`config.mk`:
```
export PLATFORM = sky130hd
export DESIGN_NAME = mips_cpu_hilo_ctrl_flat
export DESIGN_NICKNAME = d
export VERILOG_FILES = /design/src/rtl/mips_cpu_hilo_pkg.sv /design/src/rtl/mips_cpu_hilo_ctrl_if.sv /design/src/rtl/mips_cpu_divider.sv /design/src/rtl/mips_cpu_hilo_ctrl.sv /design/src/flat_wrapper.sv
export SDC_FILE = /design/constraint.sdc
export NUM_CORES = 1
export LEC_CHECK = 0
export BUFFER_PORTS_ARGS = -buffer_cell sky130_fd_sc_hd__buf_2
export CORE_ASPECT_RATIO = 2
export CORE_UTILIZATION = 35
export DETAILED_ROUTE_END_ITERATION = 10
export HOLD_SLACK_MARGIN = 0.05
export PLACE_DENSITY = 0.55
export SYNTH_ARGS = -nofsm -noshare
export SYNTH_HDL_FRONTEND = slang
export SYNTH_SLANG_ARGS = --single-unit
```
`constraint.sdc`:
```
create_clock -name clk -period 3.7 [get_ports clk]
set_input_delay 0.74 -clock clk [delete_from_list [all_inputs] [get_ports clk]]
set_output_delay 0.74 -clock clk [all_outputs]
set_load 0.01 [all_outputs]
```
`src/rtl/mips_cpu_hilo_pkg.sv`:
```
// Shared types and constants for the HI/LO sequencer.
// Optional feature macro: MIPS_CPU_MADD_EN adds MADD/MADDU/MSUB/MSUBU opcodes
// and widens the opcode field to 4 bits.
package mips_cpu_hilo_pkg;

    localparam int unsigned XLEN      = 32;
    localparam int unsigned DIV_CNT_W = 6;

`ifdef MIPS_CPU_MADD_EN
    localparam int unsigned OP_W = 4;
`else
    localparam int unsigned OP_W = 3;
`endif

    typedef enum logic [OP_W-1:0] {
        MULT  = OP_W'(0),
        MULTU = OP_W'(1),
        DIV   = OP_W'(2),
        DIVU  = OP_W'(3),
        MTHI  = OP_W'(4),
        MTLO  = OP_W'(5),
        MFHI  = OP_W'(6),
        MFLO  = OP_W'(7)
`ifdef MIPS_CPU_MADD_EN
        ,
        MADD  = OP_W'(8),
        MADDU = OP_W'(9),
        MSUB  = OP_W'(10),
        MSUBU = OP_W'(11)
`endif
    } hilo_op_t;

    typedef enum logic [1:0] {
        IDLE     = 2'd0,
        MUL_WAIT = 2'd1,
        DIV_RUN  = 2'd2,
        DIV_FIN  = 2'd3
    } hilo_state_t;

    // Magnitude of v when treated as signed; v unchanged for unsigned ops.
    function automatic logic [XLEN-1:0] mag(input logic [XLEN-1:0] v, input logic sgn);
        return (sgn && v[XLEN-1]) ? -v : v;
    endfunction

endpackage

```
`src/rtl/mips_cpu_hilo_ctrl_if.sv`:
```
// Request bus between the execute stage (master) and the HI/LO sequencer (slave).
//   req_valid/req_ready : handshake, accept = req_valid & req_ready
//   req_op              : hilo_op_t opcode
//   rs_val/rt_val       : operands
//   rd_data             : MFHI/MFLO result in the accept cycle
//   done                : one-cycle pulse when a MULT*/DIV* op writes HI/LO
interface mips_cpu_hilo_ctrl_if;
    import mips_cpu_hilo_pkg::*;

    logic            req_valid;
    logic            req_ready;
    hilo_op_t        req_op;
    logic [XLEN-1:0] rs_val;
    logic [XLEN-1:0] rt_val;
    logic [XLEN-1:0] rd_data;
    logic            done;

    modport master (
        output req_valid, req_op, rs_val, rt_val,
        input  req_ready, rd_data, done
    );

    modport slave (
        input  req_valid, req_op, rs_val, rt_val,
        output req_ready, rd_data, done
    );

endinterface

```
`src/rtl/mips_cpu_divider.sv`:
```
// Unsigned restoring divider, one quotient bit per cycle.
//   clk, rst_n : clock, async active-low reset
//   start      : load a (dividend) and b (divisor), begin DIV_BITS iterations
//   q, r       : quotient / remainder, final once valid is high
//   valid      : high from the edge that completes the last iteration until next start
module mips_cpu_divider
    import mips_cpu_hilo_pkg::*;
#(
    parameter int unsigned DIV_BITS = 32
) (
    input  logic            clk,
    input  logic            rst_n,
    input  logic            start,
    input  logic [XLEN-1:0] a,
    input  logic [XLEN-1:0] b,
    output logic [XLEN-1:0] q,
    output logic [XLEN-1:0] r,
    output logic            valid
);

    logic [XLEN-1:0]      rem_q;
    logic [XLEN-1:0]      quo_q;
    logic [XLEN-1:0]      dvs_q;
    logic [DIV_CNT_W-1:0] cnt_q;
    logic                 valid_q;
    logic [XLEN:0]        shifted;
    logic [XLEN:0]        diff;

    // Trial subtraction; a set borrow bit means the divisor did not fit.
    always_comb begin
        shifted = {rem_q, quo_q[XLEN-1]};
        diff    = shifted - {1'b0, dvs_q};
    end

    always_ff @(posedge clk or negedge rst_n) begin
        if (!rst_n) begin
            rem_q   <= '0;
            quo_q   <= '0;
            dvs_q   <= '0;
            cnt_q   <= '0;
            valid_q <= 1'b0;
        end else if (start) begin
            rem_q   <= '0;
            quo_q   <= a;
            dvs_q   <= b;
            cnt_q   <= DIV_CNT_W'(DIV_BITS);
            valid_q <= 1'b0;
        end else if (cnt_q != '0) begin
            rem_q   <= diff[XLEN] ? shifted[XLEN-1:0] : diff[XLEN-1:0];
            quo_q   <= {quo_q[XLEN-2:0], ~diff[XLEN]};
            cnt_q   <= cnt_q - DIV_CNT_W'(1);
            valid_q <= (cnt_q == DIV_CNT_W'(1));
        end
    end

    assign q     = quo_q;
    assign r     = rem_q;
    assign valid = valid_q;

endmodule

```
`src/rtl/mips_cpu_hilo_ctrl.sv`:
```
// HI/LO sequencer: accepts HI/LO ops from execute, drives the external multiplier,
// runs the iterative divider and owns the architectural HI/LO registers.
// req_ready is low while a multi-cycle op runs so the pipeline stalls.
//   clk, rst_n          : clock, async active-low reset (aborts any op, clears HI/LO)
//   req                 : mips_cpu_hilo_ctrl_if.slave request bus
//   mul_a/mul_b/mul_sign: multiplier operands, held stable during MUL_WAIT
//   mul_out             : multiplier product, captured MUL_LAT edges after issue
//   hi, lo              : architectural HI/LO
// Optional feature macro: MIPS_CPU_MADD_EN (MADD/MADDU/MSUB/MSUBU accumulate into HI:LO).
module mips_cpu_hilo_ctrl
    import mips_cpu_hilo_pkg::*;
#(
    parameter int unsigned MUL_LAT  = 1,
    parameter int unsigned DIV_BITS = 32
) (
    input  logic                  clk,
    input  logic                  rst_n,
    mips_cpu_hilo_ctrl_if.slave   req,
    output logic [XLEN-1:0]       mul_a,
    output logic [XLEN-1:0]       mul_b,
    output logic                  mul_sign,
    input  logic [2*XLEN-1:0]     mul_out,
    output logic [XLEN-1:0]       hi,
    output logic [XLEN-1:0]       lo
);

    hilo_state_t          state_q, state_d;
    logic [DIV_CNT_W-1:0] cnt_q, cnt_d;
    logic [XLEN-1:0]      hi_q, hi_d, lo_q, lo_d;
    logic [XLEN-1:0]      mul_a_q, mul_a_d, mul_b_q, mul_b_d;
    logic                 mul_sign_q, mul_sign_d;
    logic                 done_q, done_d;
    logic                 q_neg_q, q_neg_d, r_neg_q, r_neg_d;
    logic                 div0_q, div0_d;
`ifdef MIPS_CPU_MADD_EN
    logic                 acc_q, acc_d, sub_q, sub_d;
`endif
    logic                 div_start;
    logic [XLEN-1:0]      div_a, div_b, div_q, div_r;
    logic                 div_valid;
    logic                 accept;
    logic                 sgn;
    logic [XLEN-1:0]      rd_data_c;
    logic [2*XLEN-1:0]    hilo_new;

    mips_cpu_divider #(.DIV_BITS(DIV_BITS)) u_div (
        .clk   (clk),
        .rst_n (rst_n),
        .start (div_start),
        .a     (div_a),
        .b     (div_b),
        .q     (div_q),
        .r     (div_r),
        .valid (div_valid)
    );

    // State register and all registered outputs.
    always_ff @(posedge clk or negedge rst_n) begin
        if (!rst_n) begin
            state_q    <= IDLE;
            cnt_q      <= '0;
            hi_q       <= '0;
            lo_q       <= '0;
            mul_a_q    <= '0;
            mul_b_q    <= '0;
            mul_sign_q <= 1'b0;
            done_q     <= 1'b0;
            q_neg_q    <= 1'b0;
            r_neg_q    <= 1'b0;
            div0_q     <= 1'b0;
`ifdef MIPS_CPU_MADD_EN
            acc_q      <= 1'b0;
            sub_q      <= 1'b0;
`endif
        end else begin
            state_q    <= state_d;
            cnt_q      <= cnt_d;
            hi_q       <= hi_d;
            lo_q       <= lo_d;
            mul_a_q    <= mul_a_d;
            mul_b_q    <= mul_b_d;
            mul_sign_q <= mul_sign_d;
            done_q     <= done_d;
            q_neg_q    <= q_neg_d;
            r_neg_q    <= r_neg_d;
            div0_q     <= div0_d;
`ifdef MIPS_CPU_MADD_EN
            acc_q      <= acc_d;
            sub_q      <= sub_d;
`endif
        end
    end

    // Next-state, register updates and the combinational MF read port.
    always_comb begin
        state_d    = state_q;
        cnt_d      = cnt_q;
        hi_d       = hi_q;
        lo_d       = lo_q;
        mul_a_d    = mul_a_q;
        mul_b_d    = mul_b_q;
        mul_sign_d = mul_sign_q;
        done_d     = 1'b0;
        q_neg_d    = q_neg_q;
        r_neg_d    = r_neg_q;
        div0_d     = div0_q;
`ifdef MIPS_CPU_MADD_EN
        acc_d      = acc_q;
        sub_d      = sub_q;
`endif
        div_start  = 1'b0;
        div_a      = '0;
        div_b      = '0;
        rd_data_c  = '0;
        sgn        = 1'b0;
        hilo_new   = mul_out;
        accept     = req.req_valid && (state_q == IDLE);

        case (state_q)
            IDLE: begin
                if (accept) begin
                    case (req.req_op)
                        MFHI: rd_data_c = hi_q;
                        MFLO: rd_data_c = lo_q;
                        MTHI: hi_d = req.rs_val;
                        MTLO: lo_d = req.rs_val;
                        MULT, MULTU: begin
                            mul_a_d    = req.rs_val;
                            mul_b_d    = req.rt_val;
                            mul_sign_d = (req.req_op == MULT);
                            cnt_d      = DIV_CNT_W'(MUL_LAT);
                            state_d    = MUL_WAIT;
`ifdef MIPS_CPU_MADD_EN
                            acc_d      = 1'b0;
                            sub_d      = 1'b0;
`endif
                        end
`ifdef MIPS_CPU_MADD_EN
                        MADD, MADDU, MSUB, MSUBU: begin
                            mul_a_d    = req.rs_val;
                            mul_b_d    = req.rt_val;
                            mul_sign_d = (req.req_op == MADD) || (req.req_op == MSUB);
                            cnt_d      = DIV_CNT_W'(MUL_LAT);
                            state_d    = MUL_WAIT;
                            acc_d      = 1'b1;
                            sub_d      = (req.req_op == MSUB) || (req.req_op == MSUBU);
                        end
`endif
                        DIV, DIVU: begin
                            // Divider sees magnitudes; result signs are restored in DIV_FIN.
                            sgn     = (req.req_op == DIV);
                            q_neg_d = sgn && (req.rs_val[XLEN-1] ^ req.rt_val[XLEN-1]);
                            r_neg_d = sgn && req.rs_val[XLEN-1];
                            if (req.rt_val == '0) begin
                                div0_d  = 1'b1;
                                state_d = DIV_FIN;
                            end else begin
                                div0_d    = 1'b0;
                                div_start = 1'b1;
                                div_a     = mag(req.rs_val, sgn);
                                div_b     = mag(req.rt_val, sgn);
                                cnt_d     = DIV_CNT_W'(DIV_BITS);
                                state_d   = DIV_RUN;
                            end
                        end
                        default: ;
                    endcase
                end
            end
            MUL_WAIT: begin
                cnt_d = cnt_q - DIV_CNT_W'(1);
                if (cnt_q == DIV_CNT_W'(1)) begin
`ifdef MIPS_CPU_MADD_EN
                    if (acc_q) begin
                        hilo_new = sub_q ? ({hi_q, lo_q} - mul_out) : ({hi_q, lo_q} + mul_out);
                    end
`endif
                    hi_d    = hilo_new[2*XLEN-1:XLEN];
                    lo_d    = hilo_new[XLEN-1:0];
                    done_d  = 1'b1;
                    state_d = IDLE;
                end
            end
            DIV_RUN: begin
                cnt_d = cnt_q - DIV_CNT_W'(1);
                if (cnt_q == DIV_CNT_W'(1)) begin
                    state_d = DIV_FIN;
                end
            end
            DIV_FIN: begin
                // Divide by zero leaves HI/LO untouched but still signals completion.
                if (!div0_q && div_valid) begin
                    lo_d = q_neg_q ? -div_q : div_q;
                    hi_d = r_neg_q ? -div_r : div_r;
                end
                done_d  = 1'b1;
                state_d = IDLE;
            end
            default: state_d = IDLE;
        endcase
    end

    assign req.req_ready = (state_q == IDLE);
    assign req.rd_data   = rd_data_c;
    assign req.done      = done_q;
    assign mul_a         = mul_a_q;
    assign mul_b         = mul_b_q;
    assign mul_sign      = mul_sign_q;
    assign hi            = hi_q;
    assign lo            = lo_q;

endmodule

```
`src/flat_wrapper.sv`:
```
// flat-port wrapper written by rule: the top's interface ports become plain ports
module mips_cpu_hilo_ctrl_flat import mips_cpu_hilo_pkg::*;
#(
    parameter int unsigned MUL_LAT  = 1,
    parameter int unsigned DIV_BITS = 32
)
  (clk, rst_n, mul_a, mul_b, mul_sign, mul_out, hi, lo, req_req_valid, req_req_op, req_rs_val, req_rt_val, req_req_ready, req_rd_data, req_done);
  mips_cpu_hilo_ctrl_if req_i ();
  input  logic clk;
  input  logic rst_n;
  output logic [XLEN-1:0] mul_a;
  output logic [XLEN-1:0] mul_b;
  output logic mul_sign;
  input  logic [2*XLEN-1:0] mul_out;
  output logic [XLEN-1:0] hi;
  output logic [XLEN-1:0] lo;
  input wire logic [$bits(req_i.req_valid)-1:0] req_req_valid;
  input wire logic [$bits(req_i.req_op)-1:0] req_req_op;
  input wire logic [$bits(req_i.rs_val)-1:0] req_rs_val;
  input wire logic [$bits(req_i.rt_val)-1:0] req_rt_val;
  output wire logic [$bits(req_i.req_ready)-1:0] req_req_ready;
  output wire logic [$bits(req_i.rd_data)-1:0] req_rd_data;
  output wire logic [$bits(req_i.done)-1:0] req_done;
  assign req_i.req_valid = req_req_valid;
  assign req_i.req_op = req_req_op;
  assign req_i.rs_val = req_rs_val;
  assign req_i.rt_val = req_rt_val;
  assign req_req_ready = req_i.req_ready;
  assign req_rd_data = req_i.rd_data;
  assign req_done = req_i.done;
  mips_cpu_hilo_ctrl #(.MUL_LAT(MUL_LAT), .DIV_BITS(DIV_BITS)) u_core (.clk(clk), .rst_n(rst_n), .req(req_i), .mul_a(mul_a), .mul_b(mul_b), .mul_sign(mul_sign), .mul_out(mul_out), .hi(hi), .lo(lo));
endmodule
```
# After elaboration in Yosys (flattened, before gate mapping)
# Index checks and enable logic that the tools add are counted.
[totals] regBits=244 output_inout_bits=163 input_bits=134 elab_cells=118
[classes] bitwise=2 mux=51 addsub=7 n_eq_ne=20 n_reduce_logical=22
[op_table] cell="$mux W32" n=27
[op_table] cell="$pmux W32 S3" n=2
[op_table] cell="$neg A32 Y32" n=4
[op_table] cell="$pmux W32 S2" n=1
[op_table] cell="$sub A33 B32 Y33" n=1
[op_table] cell="$logic_not A32 Y1" n=1
[op_table] cell="$mux W6" n=4
[op_table] cell="$pmux W6 S2" n=2
[op_table] cell="$eq A3 B3 Y1 const B" n=4
[op_table] cell="$eq A6 B1 Y1 const B" n=2
[op_table] cell="$ne A2 B1 Y1 const B" n=6
[op_table] cell="$sub A6 B1 Y6 const B" n=2
[op_table] cell="$reduce_and A5 Y1" n=2
[op_table] cell="$mux W1" n=9
[op_table] cell="$pmux W2 S4" n=1
[op_table] cell="$reduce_and A4 Y1" n=2
[op_table] cell="$eq A3 B2 Y1 const B" n=2
[op_table] cell="$mux W2" n=3
[op_table] cell="$reduce_and A3 Y1" n=2
[op_table] cell="$reduce_bool A6 Y1" n=1
[op_table] cell="$reduce_or A2 Y1" n=3
[op_table] cell="$logic_and A1 B1 Y1" n=5
[op_table] cell="$eq A2 B2 Y1 const B" n=2
[op_table] cell="$pmux W2 S2" n=1
[op_table] cell="12 further kinds" n=13

# Depth between registers and ports, before layout
# Gate-level depths: netlist of the first run.
[depth] word_depth=8 depth_mapped=13 ltp_nobuf=12

# Modules after synthesis
# A second synthesis of the first run with hierarchy kept.
[hier_totals] hier_cells=1913 hier_area_um2=16525.8
[modules_own_cells] module="mips_cpu_hilo_ctrl" n_inst=1 cells_each=1186 area_per_inst_um2=10005.8 seq_area_each_um2=3528.4
[modules_own_cells] module="mips_cpu_divider" n_inst=1 cells_each=727 area_per_inst_um2=6520.0 seq_area_each_um2=2577.5

# Worst setup path before layout of the first run
# OpenSTA, ideal clock, no wires.
[synth_path] kind="input -> register" from="input port req_rt_val[25]" to="register u_core.u_div.quo_q[0], in the netlist u_core.u_div.q[0]" required_time_ps=3618 path_slack_ps=649 cell_stages=8 setup_ps=82 t_arrival_ps=2969 path_buffers=2 cell_sequence="or3_4 -> or3_1 -> or4_1 -> or4_4 -> and2_1 -> buf_6 -> buf_6 -> a22oi_2"
[synth_via] elab_chain_len=6 elab_cells_between_ends=11 classes_between="mux: 9; reduce/logical: 2"
[synth_rtl] element="start: declaration" line_no="flat_wrapper.sv:20" rtl="input wire logic [$bits(req_i.rt_val)-1:0] req_rt_val;"
[synth_rtl] element="$logic_not A32 Y1 *" line_no="mips_cpu_hilo_ctrl.sv:154" rtl="if (req.rt_val == '0) begin"
[synth_rtl] element="$mux W32 or $mux W1 (tied branches)" line_no="mips_cpu_hilo_ctrl.sv:154"
[synth_rtl] element="$mux W32 or $mux W1 (tied branches)" line_no="mips_cpu_hilo_ctrl.sv:122" rtl="case (req.req_op)"
[synth_rtl] element="$mux W32 or $mux W1 (tied branches)" line_no="mips_cpu_hilo_ctrl.sv:121" rtl="if (accept) begin"
[synth_rtl] element="$mux W32 or $mux W1 (tied branches)" line_no="mips_cpu_hilo_ctrl.sv:119" rtl="case (state_q)"
[synth_rtl] element="$mux W32 or $reduce_bool A2 Y1 (tied branches)"
[synth_rtl] element="end signal: assignment" line_no="mips_cpu_divider.sv:50" rtl="quo_q <= {quo_q[XLEN-2:0], ~diff[XLEN]};"
[synth_rtl] element="end: declaration" line_no="mips_cpu_divider.sv:22" rtl="logic [XLEN-1:0] quo_q;"
# Mark *: on every way between the ends. The rest lies on a longest branch, timed or not.
# A chain may end at the register's enable or synchronous reset.

# Final worst setup path of the first run
[layout_path] from="register u_core.u_div.quo_q[31], in the netlist u_core.u_div.q[31]" to="register u_core.u_div.rem_q[29], in the netlist u_core.u_div.r[29]"
[layout_via] elab_chain_len=4
[layout_rtl] element="$sub A33 B32 Y33" line_no="mips_cpu_divider.sv:32" rtl="diff = shifted - {1'b0, dvs_q};"
[layout_rtl] element="$mux W32" line_no="mips_cpu_divider.sv:49" rtl="rem_q <= diff[XLEN] ? shifted[XLEN-1:0] : diff[XLEN-1:0];"
[layout_rtl] element="$mux W32" line_no="mips_cpu_divider.sv:48" rtl="end else if (cnt_q != '0) begin"
[layout_rtl] element="$mux W32" line_no="mips_cpu_divider.sv:42" rtl="end else if (start) begin"
[layout_rtl] element="end signal: assignment" line_no="mips_cpu_divider.sv:49"
[layout_rtl] element="end: declaration" line_no="mips_cpu_divider.sv:21" rtl="logic [XLEN-1:0] rem_q;"
# No other way between the ends. The select of a mux whose other input is x is not followed.

==> flow_summary_export.csv, run 1 <==
group,metric,value,unit
status,outcome,"finished, violations left",
status,violations,"design-rule violations",
cts,total_clock_sinks,244,
floorplan,placement_rows,109,
cts,clk_path_buf_depth,3,
final_layout,syn2layout_area_growth,20.43,%
drt,detail_route.drc_violations,68,
drt,dr_total_vias,15080,
final_layout,final_area,19000,sq um
grt,first_global_vias,15190,
place,place_congestion,0.9317,
cts,cts_buffers,27,
yosys,postSynthAreaPerCell,8.655,sq um
setup_path,arrival,3.81,ns
yosys,synth_largest_type_area_fraction,38.70,%
yosys,synth_seq_area_share,38.70,%
drt,wl,58.46,mm
sta,worst_clock_skew,0.01597,ns
cts,clkSlewWorstSetupHoldPaths,0.07,ns
grt,grt_remaining_overflow,0,
cts,cts_post_setup_buffers_inserted,0,
yosys,yosys_warnings,0,
sta,timing.final.setup_violations,0,
sta,timing.fmax,293.5,MHz
yosys,dominant_cell_type_by_area_after_synthesis,"sky130_fd_sc_hd__dfrtp_1",
yosys,post_synthesis_cell_type_count,68,
yosys,synth-seq-cells,244,
final_layout,antenna_cells,0,
pwr,irDropWorstVdd,0.0004746,V
setup_path,crit_start,"u_core.u_div.q[31]",
grt,grt_first_pass_wirelength,89.64,mm
grt,pin_count_of_the_biggest_net_entering_global_routing,85,
setup_path,path_max_fanout,8,
floorplan,floorplan.initialDensity,35.60,%
yosys,synth_enable_flop_cells,0,
place,placement.io_buffers,296,
final_layout,num-fill-cells,4479,
setup_path,reg2reg_from,"u_core.u_div.q[31]",
drt,drtIter0Drc,989,
cts,cts.repair.resized,0,
min_path,hold_class,"primary input to async pin",
grt,antenna_found_initial,0,
setup_path,critical_path.startpoint_type,"flop",
floorplan,floorplan.die.height,302.3,um
floorplan,chipWidth,152.1,um
place,post_dp_cell_area,18090,sq um
floorplan,core_area,44320,sq um
final_layout,finish.net_count,2273,
sta,finalCriticalPeriod,3.407,ns
sta,hold_violations,0,
setup_path,setup.worst_path.class,"flop to flop",
sta,worst-slew-pin-transition,1.114,ns
final_layout,final_core_utilization,42.87,%
floorplan,top_level_ports,297,
cts,tritoncts,"done",
setup_path,worstSetupEndpointType,"flop",
cts,cts_max_level,1,
grt,global_route.usage.total,25.19,%
yosys,postSynth.topFlopCell,"sky130_fd_sc_hd__dfrtp_1",
yosys,netlist_area,15780,sq um
drt,wl_per_cell,21.92,um
sta,finalMaxSlewViolations,0,
cts,clk_root_buffer_cell,"sky130_fd_sc_hd__clkbuf_16",
pwr,static-leakage-power,8.504,nW
pwr,p_per_area,1029,nW/um^2
cts,clkLatencyLatePin,0.56,ns
sta,timing.setup.tns,0,ns
yosys,synth_area_leaders,"sky130_fd_sc_hd__dfrtp_1 39%, sky130_fd_sc_hd__xnor2_1 6.1%, sky130_fd_sc_hd__nand2_1 6.0%",
sta,slew_headroom,25.71,%
sta,rsz0062_at_grt,"false",
yosys,syn_nets,2002,
drt,vias_per_cell,5.653,
setup_path,cp.required,4.10,ns
cts,cts.hold.buffers_added,0,
floorplan,design.die.area,45980,sq um
pwr,total_power,0.01954,W
yosys,ys_async_sr_fraction,100.0,%
final_layout,final_layout_size_suffix_gt1_share,23.30,%
run,max_cap_viol_count,0,
drt,drt-pass1-iter-count,9,
place,detailed_place_hpwl,45.36,mm
sta,fin_crit_sh,92.07,%
yosys,syn_inst,1823,
drt,drt.antenna.violating_nets,0,
registers in the layout (all words and copies together) (netlist names), 32 cells and up:
register	cells
u_core.mul_b	32
u_core.u_div.dvs_q	32
u_core.u_div.r	32
u_core.mul_a	32
u_core.hi	32
u_core.lo	32
u_core.u_div.q	32
cell type report:
cell class              count  area, sq um  area share, %
well taps                 555        694.4          3.655
inverters                  58        217.7          1.146
flip-flops and latches    244         6106          32.13
clock buffers              32        724.4          3.813
repair buffers            357         2112          11.12
clock inverters            15        187.7         0.9878
multi-input cells        1406         8959          47.15
report_power, final:
| part | switching, W | total [W] | internal, W |
|---|---|---|---|
| clock network | 0.00120 | 0.00287 | 0.00167 |
| logic | 0.00647 | 0.0112 | 0.00477 |
| registers | 0.00139 | 0.00543 | 0.00404 |
through the flow:
stage          setup slack, ns  cells  hold WS (ns)
2_1_floorplan           0.6487   1823        0.4444
4_1_cts                 0.2933   2667        0.2127
3_5_place_dp            0.1247   2620        0.4694
3_3_place_gp            0.1352   2620        0.4627
5_1_grt                0.08084   2667        0.2545
6_report                0.2934   2667        0.2082
worst max-delay path, stage by stage, from the launching register on:
cell and delay (ns):
sky130_fd_sc_hd__dfrtp_1 0.39, sky130_fd_sc_hd__inv_1 0.16, sky130_fd_sc_hd__ha_1 0.22, sky130_fd_sc_hd__fa_1 0.21, sky130_fd_sc_hd__nor2b_1 0.08, sky130_fd_sc_hd__o31a_1 0.28
sky130_fd_sc_hd__o41a_1 0.38, sky130_fd_sc_hd__o2111ai_2 0.40, sky130_fd_sc_hd__a211oi_1 0.22, sky130_fd_sc_hd__a211oi_4 0.32, sky130_fd_sc_hd__buf_4 0.25, sky130_fd_sc_hd__mux2i_1 0.25
sky130_fd_sc_hd__a211oi_2 0.09
per-layer routing:
layer  global-route usage (%)  routed length, um
met5                        0                  0
met4                    11.54               2589
met3                    2.650               2570
met2                    49.73              32000
met1                    26.49              21300
Yosys cell counts (15+ instances only):
master	n
sky130_fd_sc_hd__dfrtp_1	244
sky130_fd_sc_hd__clkbuf_1	84
sky130_fd_sc_hd__nand2_1	254
sky130_fd_sc_hd__o21ai_0	175
sky130_fd_sc_hd__mux2_2	64
sky130_fd_sc_hd__nor3_1	34
sky130_fd_sc_hd__o31ai_1	26
sky130_fd_sc_hd__a21oi_1	137
sky130_fd_sc_hd__nor2_1	128
sky130_fd_sc_hd__o21ai_1	22
sky130_fd_sc_hd__a22o_1	42
sky130_fd_sc_hd__or3_1	20
sky130_fd_sc_hd__nand2b_1	15
sky130_fd_sc_hd__ha_1	44
sky130_fd_sc_hd__mux2i_1	28
sky130_fd_sc_hd__nor4_1	19
sky130_fd_sc_hd__a22oi_1	37
sky130_fd_sc_hd__a31oi_1	35
sky130_fd_sc_hd__a221oi_1	19
sky130_fd_sc_hd__xor2_1	35
sky130_fd_sc_hd__xnor2_1	109
sky130_fd_sc_hd__inv_1	58
final timing paths:
check / end / slack [ns] / cells after the start
setup reg to reg: u_core.u_div.r[29] / 0.29 / 12
min in group clk: u_core.lo[31] / 0.47 / 3
max in group asynchronous: u_core.cnt_q[2] / 2.68 / 2
setup / recovery: u_core.u_div.r[29] / 0.29 / 12
hold reg to reg: u_core.u_div.dvs_q[25] / 0.48 / 2
hold / removal: u_core.mul_b[0] / 0.21 / 1
cell families after synthesis:
group	synth area share, %
flip-flops	38.70
AO/OA/AOI/OAI	22.70
AND/OR/NAND/NOR	15.90
multiplexers	6.344
buffers and inverters	4.750
XOR/XNOR	7.994
adder cells (fa/ha/maj)	3.616
cell usage in the layout (no fill, tap or decap), types with 4 or more instances in the layout:
master                      instances
sky130_fd_sc_hd__o211ai_1           7
sky130_fd_sc_hd__o21a_1            11
sky130_fd_sc_hd__mux2_2            64
sky130_fd_sc_hd__a221oi_1          19
sky130_fd_sc_hd__ha_1              42
sky130_fd_sc_hd__dfrtp_1          244
sky130_fd_sc_hd__mux2i_1           28
sky130_fd_sc_hd__o21ai_0          175
sky130_fd_sc_hd__or4_1             11
sky130_fd_sc_hd__nand3_1           12
sky130_fd_sc_hd__o31ai_1           26
sky130_fd_sc_hd__buf_12            13
sky130_fd_sc_hd__clkbuf_16         27
sky130_fd_sc_hd__xor2_1            35
sky130_fd_sc_hd__a211oi_1           9
sky130_fd_sc_hd__nor3b_1            4
sky130_fd_sc_hd__o21ai_1           22
sky130_fd_sc_hd__nor4_1            19
sky130_fd_sc_hd__buf_2            295
sky130_fd_sc_hd__buf_4             48
sky130_fd_sc_hd__xnor2_1          109
sky130_fd_sc_hd__nand2_1          253
sky130_fd_sc_hd__o41ai_1           10
sky130_fd_sc_hd__bufinv_16          4
sky130_fd_sc_hd__inv_1             58
sky130_fd_sc_hd__nor2b_1            6
sky130_fd_sc_hd__a31oi_1           35
sky130_fd_sc_hd__or3_1             19
sky130_fd_sc_hd__nand3b_1           5
sky130_fd_sc_hd__a21o_1            12
sky130_fd_sc_hd__nor2_1           126
sky130_fd_sc_hd__and2_1            12
sky130_fd_sc_hd__nand2b_1          15
sky130_fd_sc_hd__clkinv_2           7
sky130_fd_sc_hd__and3_1             8
sky130_fd_sc_hd__a21oi_1          137
sky130_fd_sc_hd__nor3_1            34
sky130_fd_sc_hd__a22oi_1           37
sky130_fd_sc_hd__nand4_1            8
sky130_fd_sc_hd__a22o_1            42
Note: power is estimated with default switching activity, not from simulation.
==> run 2: changes to the inputs <==
--- a/config.mk
+++ b/config.mk
@@ -7,2 +7,3 @@
 export LEC_CHECK = 0
+export ABC_AREA = 1
 export BUFFER_PORTS_ARGS = -buffer_cell sky130_fd_sc_hd__buf_2
@@ -12,5 +13,6 @@
 export HOLD_SLACK_MARGIN = 0.05
-export PLACE_DENSITY = 0.55
+export PLACE_DENSITY = 0.54
 export SYNTH_ARGS = -nofsm -noshare
 export SYNTH_HDL_FRONTEND = slang
+export SYNTH_HIERARCHICAL = 1
 export SYNTH_SLANG_ARGS = --single-unit
--- a/constraint.sdc
+++ b/constraint.sdc
@@ -3,2 +3,2 @@
 set_output_delay 0.74 -clock clk [all_outputs]
-set_load 0.01 [all_outputs]
+set_load 0.005 [all_outputs]
==> run 2 against run 1 <==
Effect of this change:
- sequential share of layout area shrank 3.4 points
- critical path type unchanged
- critical endpoint is now u_core/u_div/q[22]
- sequential cell count did not move
- synthesized cell count is 53% higher
- global-route usage is 4.4 points higher
- the run now ends clean
- clock power increased by 7%
- synthesized area grew 16%
- critical path depth shrank 2
- die area rose by 15%
- highest routed layer unchanged
==> flow_summary_export.csv, run 2 <==
group,metric,value,unit
status,outcome,"finished, final reports clean",
grt,grt_first_pass_wirelength,116.1,mm
setup_path,critical_path.startpoint_type,"flop",
grt,first_global_vias,19220,
pwr,total_power,0.02107,W
place,placement.io_buffers,296,
final_layout,num-fill-cells,5672,
pwr,p_int,0.01016,W
pwr,seq_power_share,25.7,%
final_layout,final_cell_mix,"841 x sky130_fd_sc_hd__nand2_1, 356 x sky130_fd_sc_hd__inv_1, 333 x sky130_fd_sc_hd__nor2_1",
cts,clk_root_buffer_cell,"sky130_fd_sc_hd__clkbuf_16",
yosys,synth_enable_flop_cells,0,
yosys,postSynth.topFlopCell,"sky130_fd_sc_hd__dfrtp_1",
drt,dr_total_vias,19240,
setup_path,cp_num_cells,10,
place,place_congestion,1.002,
yosys,synth_largest_type_area_fraction,33.47,%
grt,pin_count_of_the_biggest_net_entering_global_routing,126,
setup_path,series_of_cell_instances_along_the_critical_path,"inv_1 > ha_1 > nand2_1 > nor2_4 > nand2_4 > inv_4 > buf_4 > nor2_2 > inv_1 > o221ai_1",
pwr,sw_frac_of_total,51.78,%
yosys,syn_nets,2962,
yosys,ys_async_sr_fraction,100.0,%
grt,global_route.usage.total,29.60,%
final_layout,finish.net_count,3211,
drt,vias_per_cell,5.182,
yosys,yosys_warnings,6,
floorplan,floorplan.initialDensity,35.31,%
yosys,netlist_area,18240,sq um
setup_path,path_max_fanout,41,
yosys,dominant_cell_type_by_area_after_synthesis,"sky130_fd_sc_hd__dfrtp_1",
sta,worst_clock_skew,0.02117,ns
floorplan,top_level_ports,297,
floorplan,placement_rows,118,
setup_path,timing.reg2reg.worst_path_depth,10,
floorplan,floorplan.die.height,324.9,um
yosys,synth-seq-cells,244,
min_path,hold_class,"primary input to async pin",
final_layout,multiInputGateArea,10130,sq um
drt,drt-pass1-iter-count,8,
pwr,static-leakage-power,10.93,nW
cts,cts_post_setup_buffers_inserted,0,
drt,detail_route.drc_violations,0,
pwr,p_per_area,991.4,nW/um^2
final_layout,layout.area.seq,6106,sq um
cts,clk_path_buf_depth,3,
setup_path,crit_family,"buffers and inverters",
sta,finalHoldWorstSlack,0.2082,ns
yosys,post_synthesis_cell_type_count,62,
setup_path,arrival,3.69,ns
setup_path,cp.required,4.12,ns
cts,total_clock_sinks,244,
sta,finalMaxSlewViolations,0,
final_layout,syn2layout_area_growth,16.51,%
final_layout,final_layout_size_suffix_gt1_share,15.56,%
sta,slew_headroom,42.55,%
cts,clkLatencyLatePin,0.60,ns
sta,hold_violations,0,
cts,cts.hold.buffers_added,0,
pwr,pwr-share-clk,14.6,%
setup_path,setup.worst_path.class,"flop to flop",
cts,clkSlewWorstSetupHoldPaths,0.07,ns
sta,timing.setup.tns,0,ns
sta,rsz0062_at_grt,"false",
sta,timing.fmax,305.5,MHz
pwr,comb_power_share,59.7,%
pwr,power_switching,0.01091,W
yosys,synth_seq_area_share,33.47,%
final_layout,antenna_cells,0,
floorplan,chipWidth,163.4,um
cts,cts.repair.resized,0,
sta,finalCriticalPeriod,3.273,ns
grt,grt_remaining_overflow,0,
sta,fin_crit_sh,88.47,%
drt,drt.antenna.violating_nets,0,
place,detailed_place_hpwl,63.63,mm
setup_path,critical_path.slowest_cell,"sky130_fd_sc_hd__inv_1",
final_layout,layout_commonest_cell,"sky130_fd_sc_hd__nand2_1",
yosys,yosys-top-cells-count,"841 x sky130_fd_sc_hd__nand2_1, 356 x sky130_fd_sc_hd__inv_1, 336 x sky130_fd_sc_hd__nor2_1",
run,max_cap_viol_count,0,
floorplan,design.die.area,53100,sq um
sta,worst-slew-pin-transition,0.8617,ns
drt,drtIter0Drc,1426,
floorplan,core_area,51670,sq um
sta,setup_ws,0.4267,ns
yosys,postSynthAreaPerCell,6.558,sq um
cts,cts_max_level,1,
setup_path,critical_path.n_buffers_inverters,4,
yosys,syn_inst,2782,
cts,cts_buffers,27,
drt,wl_per_cell,21.07,um
pwr,irDropWorstVdd,0.0004339,V
yosys,synth_area_leaders,"sky130_fd_sc_hd__dfrtp_1 33%, sky130_fd_sc_hd__nand2_1 17%, sky130_fd_sc_hd__inv_1 7.3%",
setup_path,worstSetupEndpointType,"flop",
setup_path,worst_path_most_repeated_cell,"sky130_fd_sc_hd__inv_1",
place,dpl_worst_slack,0.1807,ns
grt,antenna_found_initial,0,
cts,tritoncts,"done",
sta,timing.final.setup_violations,0,
yosys,synth.most_common_cell,"sky130_fd_sc_hd__nand2_1",
setup_path,critPathMaxStageDelay,0.58,ns
drt,wl,78.19,mm
-- run 2: cell types whose count changed in the layout (fill, tap and decap cells not counted), moves of 59 or more --
cell and change:
sky130_fd_sc_hd__xnor2_1 -94, sky130_fd_sc_hd__nand3_1 +222, sky130_fd_sc_hd__nand2_1 +588, sky130_fd_sc_hd__inv_1 +298
sky130_fd_sc_hd__a21oi_1 -75, sky130_fd_sc_hd__mux2_2 -59, sky130_fd_sc_hd__nor2_1 +207
-- run 2: cells by family (layout without fill, tap and decap cells) --
group / count (synthesis) / count (layout) / share of synthesized area [%]
AO/OA/AOI/OAI: 410 / 410 / 13.75
XOR/XNOR: 49 / 49 / 2.352
adder cells (fa/ha/maj): 46 / 46 / 3.196
buffers and inverters: 485 / 755 / 11.08
flip-flops: 244 / 244 / 33.47
multiplexers: 5 / 5 / 0.3086
AND/OR/NAND/NOR: 1543 / 1543 / 35.85
-- run 2: power groups by stage --
stage               Sequential, W  Clock [W]  Combinational (W)
finish                    0.00541    0.00307             0.0126
global route              0.00554    0.00324             0.0142
CTS                       0.00540    0.00315             0.0126
detailed placement        0.00544          0             0.0126
global placement          0.00541          0             0.0124
floorplan                 0.00491          0            0.00880
-- run 2: layout make-up --
cell class	instances	share of cell area [%]
clock inverter	11	0.8712
inverter	382	6.781
timing repair buffer	323	8.265
multi-input combinational	2053	47.66
clock buffer	39	3.814
sequential	244	28.73
tap	660	3.885
-- run 2: layer usage --
layer	vias to the layer above	share of wire, %	GRT usage, %
li1	9389	-	-
met1	8932	34	29.37
met2	702	51	53.37
met3	212	4.2	2.359
met4	0	11	27.51
met5	-	0	0
-- run 2: per-stage QoR --
stage	std cells	util (%)	instance area [sq um]
after floorplan	2782	-	18240
after global placement	3662	39.21	20260
after detailed placement	3662	39.21	20260
after CTS	3712	41.13	21260
after global routing	3712	41.13	21260
final	3712	41.13	21260
-- run 2: worst paths after layout --
path | from | slack (ns) | endpoint
worst max-delay path | u_core/state_q[1] | 0.43 | u_core/u_div/q[22]
worst min-delay path | rst_n | 0.21 | u_core/mul_b[0]
worst max register to register | u_core/state_q[1] | 0.43 | u_core/u_div/q[22]
worst min register to register | u_core/mul_a[0] | 0.48 | u_core/mul_a[0]
max in group asynchronous | rst_n | 2.64 | u_core/hi[23]
min in group clk | req_rt_val[25] | 0.44 | u_core/mul_b[25]
